**config.mk**
```make
export PLATFORM = sky130hd
export DESIGN_NAME = zueirai_gpio_regs
export DESIGN_NICKNAME = d
export VERILOG_FILES = /design/src/rtl/zueirai_gpio_pkg.sv /design/src/rtl/zueirai_gpio_sync.sv /design/src/rtl/zueirai_gpio_regs.sv
export SDC_FILE = /design/constraint.sdc
export NUM_CORES = 1
export LEC_CHECK = 0
export CAP_MARGIN = 20
export CORE_UTILIZATION = 29
export DETAILED_ROUTE_END_ITERATION = 8
export PLACE_DENSITY_LB_ADDON = 0.15
export SLEW_MARGIN = 20
export SYNTH_ARGS = -nofsm -noshare
export SYNTH_HDL_FRONTEND = slang
export SYNTH_SLANG_ARGS = --single-unit
```
**constraint.sdc**
```tcl
create_clock -name clk -period 1.7 [get_ports clk]
set_clock_uncertainty 0.2 [all_clocks]
set_input_delay 0.425 -clock clk [delete_from_list [all_inputs] [get_ports clk]]
set_output_delay 0.425 -clock clk [all_outputs]
set_load 0.01 [all_outputs]
```
**src/rtl/zueirai_gpio_pkg.sv**
```systemverilog
// zueirai_gpio_pkg: register map constants and port selectors for the GPIO register block
package zueirai_gpio_pkg;
  localparam logic [1:0] REG_DIR = 2'd0;
  localparam logic [1:0] REG_OUT = 2'd1;
  localparam logic [1:0] REG_IN  = 2'd2;
  localparam logic [1:0] REG_IE  = 2'd3;
  localparam logic [1:0] PORT_IF = 2'd3;
  typedef enum logic [1:0] {PORT_A, PORT_B, PORT_C} port_e;
  function automatic logic [3:0] reg_addr(input logic [1:0] port, input logic [1:0] r);
    return {port, r};
  endfunction
endpackage

```
**src/rtl/zueirai_gpio_sync.sv**
```systemverilog
// zueirai_gpio_sync: pin synchronizer chain plus previous-sample register yielding per-bit toggles
module zueirai_gpio_sync #(
  parameter int WIDTH       = 8,
  parameter int SYNC_STAGES = 2
) (
  input  logic             clk,
  input  logic             rst_n,
  input  logic [WIDTH-1:0] din,
  output logic [WIDTH-1:0] sync,
  output logic [WIDTH-1:0] toggle
);
  logic [SYNC_STAGES-1:0][WIDTH-1:0] ff;
  logic [WIDTH-1:0] prev;
  // shift pins through the chain; prev lags the synchronized value by one cycle
  always_ff @(posedge clk or negedge rst_n)
    if (!rst_n) begin
      ff   <= '0;
      prev <= '0;
    end else begin
      ff   <= {ff[SYNC_STAGES-2:0], din};
      prev <= ff[SYNC_STAGES-1];
    end
  assign sync   = ff[SYNC_STAGES-1];
  assign toggle = sync ^ prev;
endmodule

```
**src/rtl/zueirai_gpio_regs.sv**
```systemverilog
// zueirai_gpio_regs: CPU register block for ports A/B/C with synchronized inputs and change interrupt
module zueirai_gpio_regs
  import zueirai_gpio_pkg::*;
#(
  parameter int               WIDTH       = 8,
  parameter int               SYNC_STAGES = 2,
  parameter logic [WIDTH-1:0] DIR_RESET   = '0
) (
  input  logic             clk,
  input  logic             rst_n,
  input  logic [3:0]       addr,
  input  logic [WIDTH-1:0] wdata,
  input  logic             we,
  input  logic             re,
  output logic [WIDTH-1:0] rdata,
  output logic             rvalid,
  output logic [WIDTH-1:0] dir_a,
  output logic [WIDTH-1:0] dir_b,
  output logic [WIDTH-1:0] dir_c,
  output logic [WIDTH-1:0] dout_a,
  output logic [WIDTH-1:0] dout_b,
  output logic [WIDTH-1:0] dout_c,
  input  logic [WIDTH-1:0] din_a,
  input  logic [WIDTH-1:0] din_b,
  input  logic [WIDTH-1:0] din_c,
  output logic             irq
);
  logic [WIDTH-1:0] dir_q[4], out_q[4], ie_q[4], if_q[4], sync_q[4], din_v[3];
  logic [WIDTH-1:0] rd;
  assign din_v[0]  = din_a;
  assign din_v[1]  = din_b;
  assign din_v[2]  = din_c;
  assign dir_q[3]  = '0;
  assign out_q[3]  = '0;
  assign ie_q[3]   = '0;
  assign if_q[3]   = '0;
  assign sync_q[3] = '0;
  assign {dir_a, dir_b, dir_c}    = {dir_q[0], dir_q[1], dir_q[2]};
  assign {dout_a, dout_b, dout_c} = {out_q[0], out_q[1], out_q[2]};
  genvar g;
  for (g = 0; g < 3; g++) begin : g_port
    logic [WIDTH-1:0] dir_r, out_r, ie_r, if_r, tgl, dir_nxt, clr;
    zueirai_gpio_sync #(.WIDTH(WIDTH), .SYNC_STAGES(SYNC_STAGES)) u_sync (
      .clk(clk), .rst_n(rst_n), .din(din_v[g]), .sync(sync_q[g]), .toggle(tgl)
    );
    assign dir_nxt = (we && addr == reg_addr(2'(g), REG_DIR)) ? wdata : dir_r;
    assign clr     = (we && addr == reg_addr(PORT_IF, 2'(g))) ? wdata : '0;
    // a bit flags only while it is an input both before and after any DIR write this cycle; set beats clear
    always_ff @(posedge clk or negedge rst_n)
      if (!rst_n) begin
        dir_r <= DIR_RESET;
        out_r <= '0;
        ie_r  <= '0;
        if_r  <= '0;
      end else begin
        dir_r <= dir_nxt;
        out_r <= (we && addr == reg_addr(2'(g), REG_OUT)) ? wdata : out_r;
        ie_r  <= (we && addr == reg_addr(2'(g), REG_IE)) ? wdata : ie_r;
        if_r  <= (if_r & ~clr) | (tgl & ie_r & ~dir_r & ~dir_nxt);
      end
    assign dir_q[g] = dir_r;
    assign out_q[g] = out_r;
    assign ie_q[g]  = ie_r;
    assign if_q[g]  = if_r;
  end
  always_comb
    rd = addr[3:2] == PORT_IF   ? if_q[addr[1:0]]   :
         addr[1:0] == REG_DIR   ? dir_q[addr[3:2]]  :
         addr[1:0] == REG_OUT   ? out_q[addr[3:2]]  :
         addr[1:0] == REG_IN    ? sync_q[addr[3:2]] : ie_q[addr[3:2]];
  // registered read port and interrupt level
  always_ff @(posedge clk or negedge rst_n)
    if (!rst_n) begin
      rdata  <= '0;
      rvalid <= 1'b0;
      irq    <= 1'b0;
    end else begin
      rvalid <= re;
      rdata  <= re ? rd : rdata;
      irq    <= |{if_q[0], if_q[1], if_q[2]};
    end
endmodule

```
* After elaboration in Yosys (flattened, before gate mapping)
Cells that the tools add are included.
** Cells by class
- Order comparisons :: 2
- Equal/unequal tests :: 14
- Mux-type cells :: 25
- Bitwise logic cells :: 29
- Reduce and logical (&&, ||, !) cells :: 15
** Operators with widths (count)
- 8-bit 2-to-1 mux :: 20
- 8-bit AND :: 12
- 8-bit binary-select mux with 2-bit select :: 5
- 8-bit inverter :: 9
- 4-bit == test, second input constant :: 6
- 8-bit OR :: 3
- 24-bit OR reduction :: 1
- 8-bit bitwise XOR :: 3
- 4-bit by 3-bit == test with 1-bit output, second input constant :: 3
- 1-bit logical AND :: 12
- 3-bit >= comparator, second input constant :: 2
- 2-bit inverter with 3-bit output :: 2
- 2-bit == test, second input constant :: 2
- 4-bit by 1-bit == test with 1-bit output, second input constant :: 1
- 4-bit by 2-bit == test with 1-bit output, second input constant :: 1
- 4-bit logical NOT :: 1
- 2-bit by 1-bit == test with 1-bit output, second input constant :: 1
- 2-bit logical NOT :: 1
** Storage, ports and cells
- Bits in registers :: 178
- Input bits :: 40
- Output and inout port bits :: 58
- Word-level logic and storage cells :: 109

* Depth between registers and ports, before layout
- Depth after elaboration :: 8
- Gate-level depth with buffers :: 7
- Gate-level depth less buffers :: 4

* Modules after synthesis
A second synthesis with hierarchy kept.
** Unflattened totals
- Cell total of the unflattened synthesis :: 628
- Area total of the unflattened synthesis :: 7653.6 sq um
** Modules (own cells, without submodules)
- zueirai_gpio_regs :: times used 1, cells an instance 508, area an instance 5461.5 sq um, seq. area each 2652.5 sq um
- zueirai_gpio_sync :: times used 3, cells an instance 40, area an instance 730.7 sq um, seq. area each 600.6 sq um

* Least setup slack after synthesis
Ideal clock, no wire load.
- Kind :: input to register
- Start point :: input we
- End point :: register g_port[2].dir_r[5], in the netlist dir_c[5]
- Library setup time :: 0.125 ns
- Arrival :: 1.470 ns
- Data required time :: 1.375 ns
- Slack :: -0.095 ns
- Stages on the path :: 5
- Path buffers :: 2
- Path through :: buf_6 nand3b_4 nor3_4 buf_4 mux2_2
** On the way
- Word-level cells in the longest chain between the ends :: 2
** RTL lines
- start, declared :: line zueirai_gpio_regs.sv:13 : input logic we,
- 1-bit logical AND :: line zueirai_gpio_regs.sv:46 : assign dir_nxt = (we && addr == reg_addr(2'(g), REG_DIR)) ? wdata : dir_r;
- 8-bit 2-to-1 mux :: line zueirai_gpio_regs.sv:46
- named net g_port[2].dir_nxt[5] :: line zueirai_gpio_regs.sv:42 : logic [WIDTH-1:0] dir_r, out_r, ie_r, if_r, tgl, dir_nxt, clr;
- end signal, assigned :: line zueirai_gpio_regs.sv:56 : dir_r <= dir_nxt;
- end, declared :: line zueirai_gpio_regs.sv:42
The timed path passes the listed nets, and every way through them passes these cells.
A chain may end at the register's enable or synchronous reset.

* Worst setup path after layout
- Start point :: input addr[1]
- End point :: register g_port[0].dir_r[5], in the netlist dir_a[5]
** On the way
- Word-level cells in the longest chain between the ends :: 3
** RTL lines
- start, declared :: line zueirai_gpio_regs.sv:11 : input logic [3:0] addr,
- 4-bit logical NOT :: line zueirai_gpio_regs.sv:46
- 1-bit logical AND :: line zueirai_gpio_regs.sv:46
- 8-bit 2-to-1 mux :: line zueirai_gpio_regs.sv:46
- named net g_port[0].dir_nxt[5] :: line zueirai_gpio_regs.sv:42
- end signal, assigned :: line zueirai_gpio_regs.sv:56
- end, declared :: line zueirai_gpio_regs.sv:42
The timed path passes the listed nets, and every way through them passes these cells.

==> run_results.csv <==
group,metric,value,unit
final_layout,finish.utilization,39.84,%
power,pwr-share-seq,44.4,%
logic_synthesis,synth_enable_flop_cells,0,
setup_path,critPathTopFamily,"buffers and inverters",
setup_path,slowest_stage,"mux2_1",
sta,period_needed,1.659,ns
sta,finalCritPeriodShare,97.60,%
logic_synthesis,syn_area_per_cell,13.39,um2
power,clkPwrFrac,34.7,%
logic_synthesis,synthCells,576,
floorplanning,ioPinCount,98,
setup_path,crit_path_start_kind,"primary input",
place,place_inst,1064,
sta,max_freq,0.6027,GHz
clocking,root_buffer,"clkbuf_16",
sta,setup_violations,0,
power,switching_share,27.41,%
global_routing,grt_max_degree,49,
floorplanning,initial_core_util,29.60,%
sta,tns,0,ns
power,switching_power,3.166,mW
global_routing,antenna_found_initial,0,
logic_synthesis,synth_top_flop_cell,"dfrtp_1",
clocking,clk_pin_slew,0.07,ns
final_layout,final_common_cell,"dfrtp_1",
sta,maxSlewHeadroom,67.24,%
final_layout,diodes,0,
setup_path,crit_buf_inv,3,
route,drc,0,
logic_synthesis,syn-num-nets,616,
power,combPwrFrac,20.9,%
setup_path,cp_max_fo,12,
final_layout,drive_gt1_share,40.25,%
final_layout,design_area,10380,um2
logic_synthesis,ys_types,54,
logic_synthesis,ys_ff_latch,178,
route,via_per_inst,4.969,
place,placed_cell_area,9734,um2
route,dr.pass1.iters,4,
place,port_buffers,97,
clocking,cts_sinks,178,
global_routing,grt.overflow.total,0,
power,peakVddDrop,0.5479,mV
setup_path,max_stage_delay,0.31,ns
clocking,htreeDepth,4,
route,first_iter_violations,367,
setup_path,cp.arrival,1.77,ns
clocking,cts.path.max_buffers,2,
place,place_congestion,0.8066,
logic_synthesis,synthArstFlopShare,100.0,%
clocking,numCtsBuffers,17,
worst_hold_path,min_path_type,"flip-flop to flip-flop",
outcome,status,"finished, final reports clean",
power,internal_power,8.382,mW
global_routing,grt_usage,18.11,%
sta,worst_pin_slew,0.4896,ns
logic_synthesis,ys_seq_area_share,57.75,%
setup_path,crit_chain,"clkdlybuf4s15_2 > bufbuf_16 > nor2_8 > nand3_4 > buf_12 > mux2_1",
route,antenna_left,0,
route,vias,5615,
final_layout,mostFrequentLayoutCells,"dfrtp_1, buf_4, mux2_2",
setup_path,end_kind,"flip-flop",
logic_synthesis,synth_area,7712,um2
final_layout,area_delta_synth_final,34.60,%
route,avgRoutedWirePerCell,20.44,um
flow_run,cap_violations,0,
sta,rsz0062_at_grt,"false",
logic_synthesis,ys.warnings.count,0,
floorplanning,core_area,26060,um2
final_layout,fin_nets,822,
power,finalPower,11.55,mW
floorplanning,die_area,27250,um2
power,p_leak,4.550,nW
floorplanning,rows,59,
setup_path,critPathKind,"primary input to flip-flop",
route,finalWirelength,23100,um
floorplanning,fp.dieW,165.1,um
global_routing,grt_pass1_wl,36060,um
global_routing,grt_pass1_vias,5894,
clocking,clkLatencyLatePin,0.43,ns
sta,drv_slew,0,
floorplanning,die_height,165.1,um
final_layout,fin_cells,1130,
setup_path,required,1.81,ns
sta,hold_viol,0,
clocking,cts_tree,"done",
power,power_density,1112,nW/um2
place,dp_hpwl,16330,um
-- layer usage --
metal	part of all wire, %	global-route usage, %	vias to the layer above
li1	-	-	2541
met1	48	26.00	2893
met2	46	27.44	159
met3	4.5	3.721	22
met4	1.6	5.171	0
met5	0	0	-
-- synthesized netlist by cell type (7+ instances only) --
| cell type | n | share of area, % |
|---|---|---|
| mux2i_1 | 24 | 3.1 |
| xnor2_1 | 16 | 1.8 |
| nor2b_1 | 8 | 0.65 |
| buf_2 | 7 | 0.45 |
| mux2_2 | 76 | 11 |
| buf_4 | 7 | 0.68 |
| o2111ai_1 | 8 | 0.91 |
| nand2_1 | 8 | 0.39 |
| nor3b_1 | 13 | 1.3 |
| dfrtp_1 | 178 | 58 |
| o21ai_0 | 29 | 1.9 |
| clkbuf_1 | 13 | 0.63 |
| a22oi_1 | 26 | 2.5 |
| nand3b_1 | 16 | 1.6 |
| xor2_1 | 8 | 0.91 |
| nor2_1 | 22 | 1.1 |
| o221ai_1 | 11 | 1.2 |
-- per-stage QoR --
| stage | worst slack (ns) | hold slack [ns] |
|---|---|---|
| floorplan | -0.05487 | -0.07059 |
| global placement | -0.7882 | 0.1336 |
| detailed placement | -0.8534 | 0.1313 |
| CTS | 0.001241 | 0.1485 |
| global route | 0.0007950 | 0.1480 |
| finish | 0.04082 | 0.1472 |
-- layout make-up --
cell class | count | area (um2)
clock inverters | 11 | 125.1
repair buffers | 222 | 1832
fillers | 2495 | 15680
multi-input cells | 359 | 3065
flip-flops and latches | 178 | 4454
clock buffers | 21 | 470.5
inverters | 4 | 15.01
well taps | 335 | 419.2
-- worst paths after layout --
path	startpoint	to	slack, ns	cells past startpoint
max	addr[1]	dir_a[5]$_DFF_PN0_	0.04	6
min	g_port[1].u_sync.ff[5]$_DFF_PN0_	g_port[1].u_sync.sync[5]$_DFF_PN0_	0.15	0
max reg2reg	dir_c[0]$_DFF_PN0_	rdata[0]$_DFFE_PN0P_	0.08	6
min reg2reg	g_port[1].u_sync.ff[5]$_DFF_PN0_	g_port[1].u_sync.sync[5]$_DFF_PN0_	0.15	0
max in group asynchronous	rst_n	dout_a[7]$_DFFE_PN0P_	0.49	3
min in group asynchronous	rst_n	g_port[1].u_sync.ff[1]$_DFF_PN0_	0.24	2
-- power groups by stage --
stage          logic [mW]  registers [mW]  clock network [mW]
2_1_floorplan       0.963            5.30                   0
3_3_place_gp         2.35            5.27                   0
3_5_place_dp         2.37            5.28                   0
4_1_cts              2.52            5.14                4.09
5_1_grt              2.63            5.20                4.29
6_report             2.42            5.12                4.01
-- sequential cells by signal, summed over array words and instances, names as in the netlist --
| name | flops |
|---|---|
| dout_a | 8 |
| irq | 1 |
| g_port.ie_r | 24 |
| dir_c | 8 |
| g_port.u_sync.sync | 24 |
| g_port.u_sync.ff | 24 |
| dout_b | 8 |
| g_port.if_r | 24 |
| rdata | 8 |
| dout_c | 8 |
| rvalid | 1 |
| g_port.u_sync.prev | 24 |
| dir_a | 8 |
| dir_b | 8 |
-- cell families after synthesis --
family | share of synthesized area, %
flip-flops | 57.75
AND/OR/NAND/NOR | 9.880
AO/OA/AOI/OAI | 11.79
multiplexers | 14.80
XOR/XNOR | 2.725
buffers and inverters | 3.050
-- what timing repair did --
action,4_1_cts,5_1_grt
hold buffers,1,0
gates cloned,1,0
buffers inserted,29,3
setup endpoints to repair,161,35
gates resized for setup,194,33
hold endpoints to repair,74,0
pin swaps,2,0
No activity file was read; power rests on OpenSTA's default activity.
